## src/rtl/sync_fifo_pkg.sv

```systemverilog
// sync_fifo_pkg: shared read-mode type for sync_fifo
package sync_fifo_pkg;
  typedef enum logic {FIFO_MODE_STANDARD, FIFO_MODE_FWFT} fifo_mode_t;
endpackage

```

## src/rtl/sync_fifo_memory.sv

```systemverilog
// sync_fifo_memory: DEPTH x DATA_WIDTH storage, synchronous write, combinational read
module sync_fifo_memory #(
  parameter int DATA_WIDTH = 8,
  parameter int ADDRESS_WIDTH = 8
) (
  input  logic                     clock,
  input  logic                     i_write_enable,
  input  logic [ADDRESS_WIDTH-1:0] i_write_address,
  input  logic [DATA_WIDTH-1:0]    i_write_data,
  input  logic [ADDRESS_WIDTH-1:0] i_read_address,
  output logic [DATA_WIDTH-1:0]    o_read_data
);
  logic [DATA_WIDTH-1:0] r_memory [2**ADDRESS_WIDTH];
  // store the word; contents survive reset and clear by design
  always_ff @(posedge clock)
    if (i_write_enable) r_memory[i_write_address] <= i_write_data;
  assign o_read_data = r_memory[i_read_address];
endmodule

```

## src/rtl/sync_fifo.sv

```systemverilog
// sync_fifo: single-clock FIFO with registered or first-word-fall-through read
module sync_fifo
  import sync_fifo_pkg::*;
#(
  parameter int         DATA_WIDTH         = 8,
  parameter int         ADDRESS_WIDTH      = 8,
  parameter fifo_mode_t MODE               = FIFO_MODE_STANDARD,
  parameter int         ALMOST_FULL_LEVEL  = (2 ** ADDRESS_WIDTH) - 1,
  parameter int         ALMOST_EMPTY_LEVEL = 1
) (
  input  logic                   clock,
  input  logic                   reset,
  input  logic                   clear,
  input  logic [DATA_WIDTH-1:0]  write_data,
  input  logic                   write_increment,
  input  logic                   read_increment,
  output logic [DATA_WIDTH-1:0]  read_data,
  output logic                   read_valid,
  output logic                   full,
  output logic                   empty,
  output logic                   almost_full,
  output logic                   almost_empty,
  output logic [ADDRESS_WIDTH:0] count,
  output logic                   overflow,
  output logic                   underflow
);
  localparam int DEPTH = 2 ** ADDRESS_WIDTH;
  localparam logic [ADDRESS_WIDTH:0] DEPTH_C = (ADDRESS_WIDTH + 1)'(DEPTH);
  localparam logic [ADDRESS_WIDTH:0] AF_C = (ADDRESS_WIDTH + 1)'(ALMOST_FULL_LEVEL);
  localparam logic [ADDRESS_WIDTH:0] AE_C = (ADDRESS_WIDTH + 1)'(ALMOST_EMPTY_LEVEL);

  if (ALMOST_FULL_LEVEL > DEPTH || ALMOST_EMPTY_LEVEL > DEPTH) begin : g_level_check
    $error("sync_fifo: almost-full/almost-empty level exceeds DEPTH");
  end

  logic [ADDRESS_WIDTH:0]  r_write_pointer, r_read_pointer, w_count;
  logic [DATA_WIDTH-1:0]   r_read_data, w_head;
  logic                    r_read_valid, r_overflow, r_underflow;
  logic                    w_full, w_empty, w_write_accept, w_read_accept;

  assign w_count        = r_write_pointer - r_read_pointer;
  assign w_full         = w_count == DEPTH_C;
  assign w_empty        = w_count == '0;
  assign w_write_accept = write_increment & ~w_full;
  assign w_read_accept  = read_increment & ~w_empty;

  sync_fifo_memory #(
    .DATA_WIDTH   (DATA_WIDTH),
    .ADDRESS_WIDTH(ADDRESS_WIDTH)
  ) u_memory (
    .clock          (clock),
    .i_write_enable (w_write_accept & ~clear),
    .i_write_address(r_write_pointer[ADDRESS_WIDTH-1:0]),
    .i_write_data   (write_data),
    .i_read_address (r_read_pointer[ADDRESS_WIDTH-1:0]),
    .o_read_data    (w_head)
  );

  // pointers, sticky error flags and the registered read port; clear beats any request
  always_ff @(posedge clock or posedge reset)
    if (reset) begin
      r_write_pointer <= '0;
      r_read_pointer  <= '0;
      r_overflow      <= 1'b0;
      r_underflow     <= 1'b0;
      r_read_valid    <= 1'b0;
      r_read_data     <= '0;
    end else if (clear) begin
      r_write_pointer <= '0;
      r_read_pointer  <= '0;
      r_overflow      <= 1'b0;
      r_underflow     <= 1'b0;
      r_read_valid    <= 1'b0;
    end else begin
      r_write_pointer <= r_write_pointer + (ADDRESS_WIDTH + 1)'(w_write_accept);
      r_read_pointer  <= r_read_pointer + (ADDRESS_WIDTH + 1)'(w_read_accept);
      r_overflow      <= r_overflow | (write_increment & w_full);
      r_underflow     <= r_underflow | (read_increment & w_empty);
      r_read_valid    <= w_read_accept;
      r_read_data     <= w_read_accept ? w_head : r_read_data;
    end

  assign count        = w_count;
  assign full         = w_full;
  assign empty        = w_empty;
  assign almost_full  = w_count >= AF_C;
  assign almost_empty = w_count <= AE_C;
  assign overflow     = r_overflow;
  assign underflow    = r_underflow;
  assign read_data    = (MODE == FIFO_MODE_FWFT) ? (w_empty ? '0 : w_head) : r_read_data;
  assign read_valid   = (MODE == FIFO_MODE_FWFT) ? ~w_empty : r_read_valid;
endmodule

```

## config.mk

```make
export PLATFORM = sky130hd
export DESIGN_NAME = sync_fifo
export DESIGN_NICKNAME = d
export VERILOG_FILES = /design/src/rtl/sync_fifo_pkg.sv /design/src/rtl/sync_fifo_memory.sv /design/src/rtl/sync_fifo.sv
export SDC_FILE = /design/constraint.sdc
export NUM_CORES = 2
export LEC_CHECK = 0
export ABC_AREA = 0
export CELL_PAD_IN_SITES_DETAIL_PLACEMENT = 0
export CELL_PAD_IN_SITES_GLOBAL_PLACEMENT = 1
export CORE_MARGIN = 2
export CORE_UTILIZATION = 55
export DETAILED_ROUTE_END_ITERATION = 10
export PLACE_DENSITY = 0.79
export SLEW_MARGIN = 40
export SYNTH_ARGS = -nofsm -noshare
export SYNTH_HDL_FRONTEND = slang
export SYNTH_SLANG_ARGS = --single-unit
```

## constraint.sdc

```tcl
create_clock -name clock -period 14.16 [get_ports clock]
set_input_delay 2.124 -clock clock [delete_from_list [all_inputs] [get_ports clock]]
set_output_delay 2.124 -clock clock [all_outputs]
set_load 0.05 [all_outputs]
```

==> flow_summary_export.csv <==
group,metric,value,unit
run_status,status,"complete, no violations",
synth,ys_types,70,
synth,synth.top_cell.area_share,74.7,%
timing,hold_viol_final,0,
floorplanning,die_y,391,um
clock_tree,cts_hold_buf,0,
timing,fin_crit_sh,54.9,%
clock_tree,cts_tree,"built",
timing,timing.final.ws_setup,6380,ps
synth,ys.flop_type,"edfxtp_1",
synth,synth_seq_cells,2077,
synth,yosys_warnings,0,
synth,syn_inst,4046,
global_route,track_usage,31.0,%
synth,async_flop_share,1.40,%
worst_setup_path,arrival,5660,ps
clock_tree,insertion_delay,850,ps
timing,rsz0062_at_grt,"no",
place,placed_cells,5981,
route,drt_wl_total,235000,um
global_route,antenna_found_initial,13,
worst_setup_path,worst_path_largest_cell_delay,920,ps
timing,slew_viol_final,0,
timing,hold_slack,502,ps
synth,synth_edf_count,2048,
place,dp_hpwl,145000,um
job,drv_cap,0,
floorplanning,fp.dieW,391,um
place,port-buffer-count,36,
timing,tightest_slew,939,ps
clock_tree,clk_path_buf_depth,3,
global_route,grt_pass1_vias,43000,
timing,fin_skew,36.9,ps
global_route,grt_pass1_wl,329000,um
route,num_vias,44200,
power,peakVddDrop,143,uV
clock_tree,cts_htree_levels,4,
cells_and_area,final_layout_size_suffix_gt1_share,27.3,%
power,p_per_area,152,mW/mm^2
synth,netlist_area,0.0823,mm^2
power,p_leak,0.0291,uW
global_route,grt_max_degree,119,
worst_setup_path,cpMaxStageDelayCell,"clkdlybuf4s50_1",
timing,setup_viol,0,
global_route,overflow,0,
synth,synth.top_cells.by_area,"edfxtp_1 75%, mux4_2 13%, mux2i_1 2.4%",
clock_tree,cts.sinks,2077,
clock_tree,post_cts_resize_count,0,
synth,post-synth-top-area-cell,"edfxtp_1",
place,pre_cts_ws,7250,ps
clock_tree,cts_buffers,199,
floorplanning,io_pins,37,
synth,syn_nets,4073,
clock_tree,path_clk_slew,60,ps
worst_setup_path,crit_required,12040,ps
floorplanning,initial_core_util,55.6,%
floorplanning,die_area,0.153,mm^2
cells_and_area,final_nets,4280,
route,drc,0,
worst_setup_path,worst-path-max-fanout,40,
clock_tree,clock-root-buffer,"clkbuf_16",
synth,avgSynthCellArea,20.4,um^2
timing,slew_headroom,35.6,%
timing,max_freq,129,MHz
floorplanning,core_area,0.148,mm^2
cells_and_area,fin_cells,6350,
timing,final.min_clock_period,7780,ps
worst_setup_path,cp-end-kind,"output port",
route,vias_per_cell,6.96,
cells_and_area,syn_to_final_growth,14.0,%
worst_setup_path,crit_type,"flop to output port",
worst_setup_path,path_cells,"inv_1, fa_1, a21o_1, a21oi_1, and3_1, o221ai_1, nor3_1, nor3b_4, clkdlybuf4s50_1",
min_path,hp-class,"flop to flop",
floorplanning,std_cell_rows,141,
worst_setup_path,reg2reg_slack,8310,ps
route,wl_per_cell,37.0,um
clock_tree,post_cts_buffers,0,
route,ant_nets,0,
route,drt_iter0_markers,7229,
place,place_congestion,0.994,
synth,yosysSeqAreaShare,75.6,%
cells_and_area,num_antenna_cells,0,
worst_setup_path,cp-start-kind,"flop",
timing,setup_tns,0,ps
route,drtPass1Iterations,7,
cell type report:
type	count	area, um^2
sequential	2077	62200
tap	1930	2410
clock buffer	241	5230
clock inverter	127	1590
inverter	18	76.3
timing repair buffer	273	2330
fill	9803	54300
multi-input combinational	1684	20000
sequential cells by signal, indices dropped and copies added, names as in the netlist:
register	flops
overflow	1
r_read_pointer	9
r_write_pointer	9
read_data	8
read_valid	1
u_memory.r_memory	2048
underflow	1
per-layer routing:
metal	up-vias	track usage, %	share of wire [%]
li1	17400	-	-
met3	557	8.74	13
met4	10	15.1	5.5
met1	23100	43.5	37
met5	-	0	0.030
met2	3203	45.2	45
cell families after synthesis:
group | share of synthesized area (%)
multiplexers | 15.2
AND/OR/NAND/NOR | 3.75
buffers and inverters | 2.02
flip-flops | 75.6
AO/OA/AOI/OAI | 3.00
adder cells (fa/ha/maj) | 0.222
XOR/XNOR | 0.202
synth_stat cells, drive strengths merged, types with 7 or more instances:
cell	number
a211oi	20
a21oi	70
a221o	8
a221oi	16
a22o	11
a22oi	62
a31oi	7
and2	10
and3	7
buf	158
clkbuf	109
dfrtp	29
edfxtp	2048
ha	13
inv	14
mux2	12
mux2i	198
mux4	463
nand2	136
nand2b	21
nand3	29
nand4	7
nor2	112
nor2b	24
nor3	135
nor4	111
o211ai	7
o21ai	52
o221ai	25
o22ai	34
or2	11
or3	15
xnor2	13
final timing paths:
check / startpoint / cells past startpoint / endpoint
hold / removal: underflow / 2 / underflow
setup reg to reg: r_read_pointer[1] / 13 / u_memory.r_memory[35][5]
max in group asynchronous: reset / 3 / r_read_pointer[3]
setup / recovery: r_read_pointer[1] / 9 / empty
min in group asynchronous: reset / 3 / underflow
hold reg to reg: underflow / 2 / underflow
worst max-delay path: cells and delay by family (launching register included):
kind,cells,cell delay (ps)
and+or+nand+nor,3,1420
AOI/OAI and AO/OA,3,690
buffers and inverters,2,1260
DFF,1,890
adders and majority gates,1,520
metrics by stage:
step	util, %	total power [uW]	instance area (um^2)
6_report	63.4	14300	93900
5_1_grt	63.4	14600	93900
4_1_cts	63.3	14300	93800
3_5_place_dp	58.7	8840	87000
3_3_place_gp	58.1	8800	86000
2_1_floorplan	-	8220	82300
layout by cell type, fill, tap and decap left out, types with 39 or more instances in the layout:
| cell | synthesis | layout |
|---|---|---|
| nand2_1 | 136 | 126 |
| mux2i_1 | 198 | 197 |
| nor2_1 | 112 | 85 |
| clkbuf_16 | 0 | 202 |
| nor4_4 | 0 | 65 |
| a21oi_1 | 70 | 70 |
| edfxtp_1 | 2048 | 2048 |
| clkinv_1 | 4 | 46 |
| o21ai_0 | 39 | 39 |
| mux4_2 | 463 | 463 |
| buf_4 | 17 | 212 |
| a22oi_1 | 62 | 62 |
| nor3_1 | 135 | 105 |
report_power, final:
group / total, uW / switching [uW] / internal, uW
registers: 6820 / 55.1 / 6770
clock network: 5550 / 2310 / 3240
logic: 1910 / 1140 / 766
total: 14300 / 3510 / 10800
No activity file was read; power rests on OpenSTA's default activity.
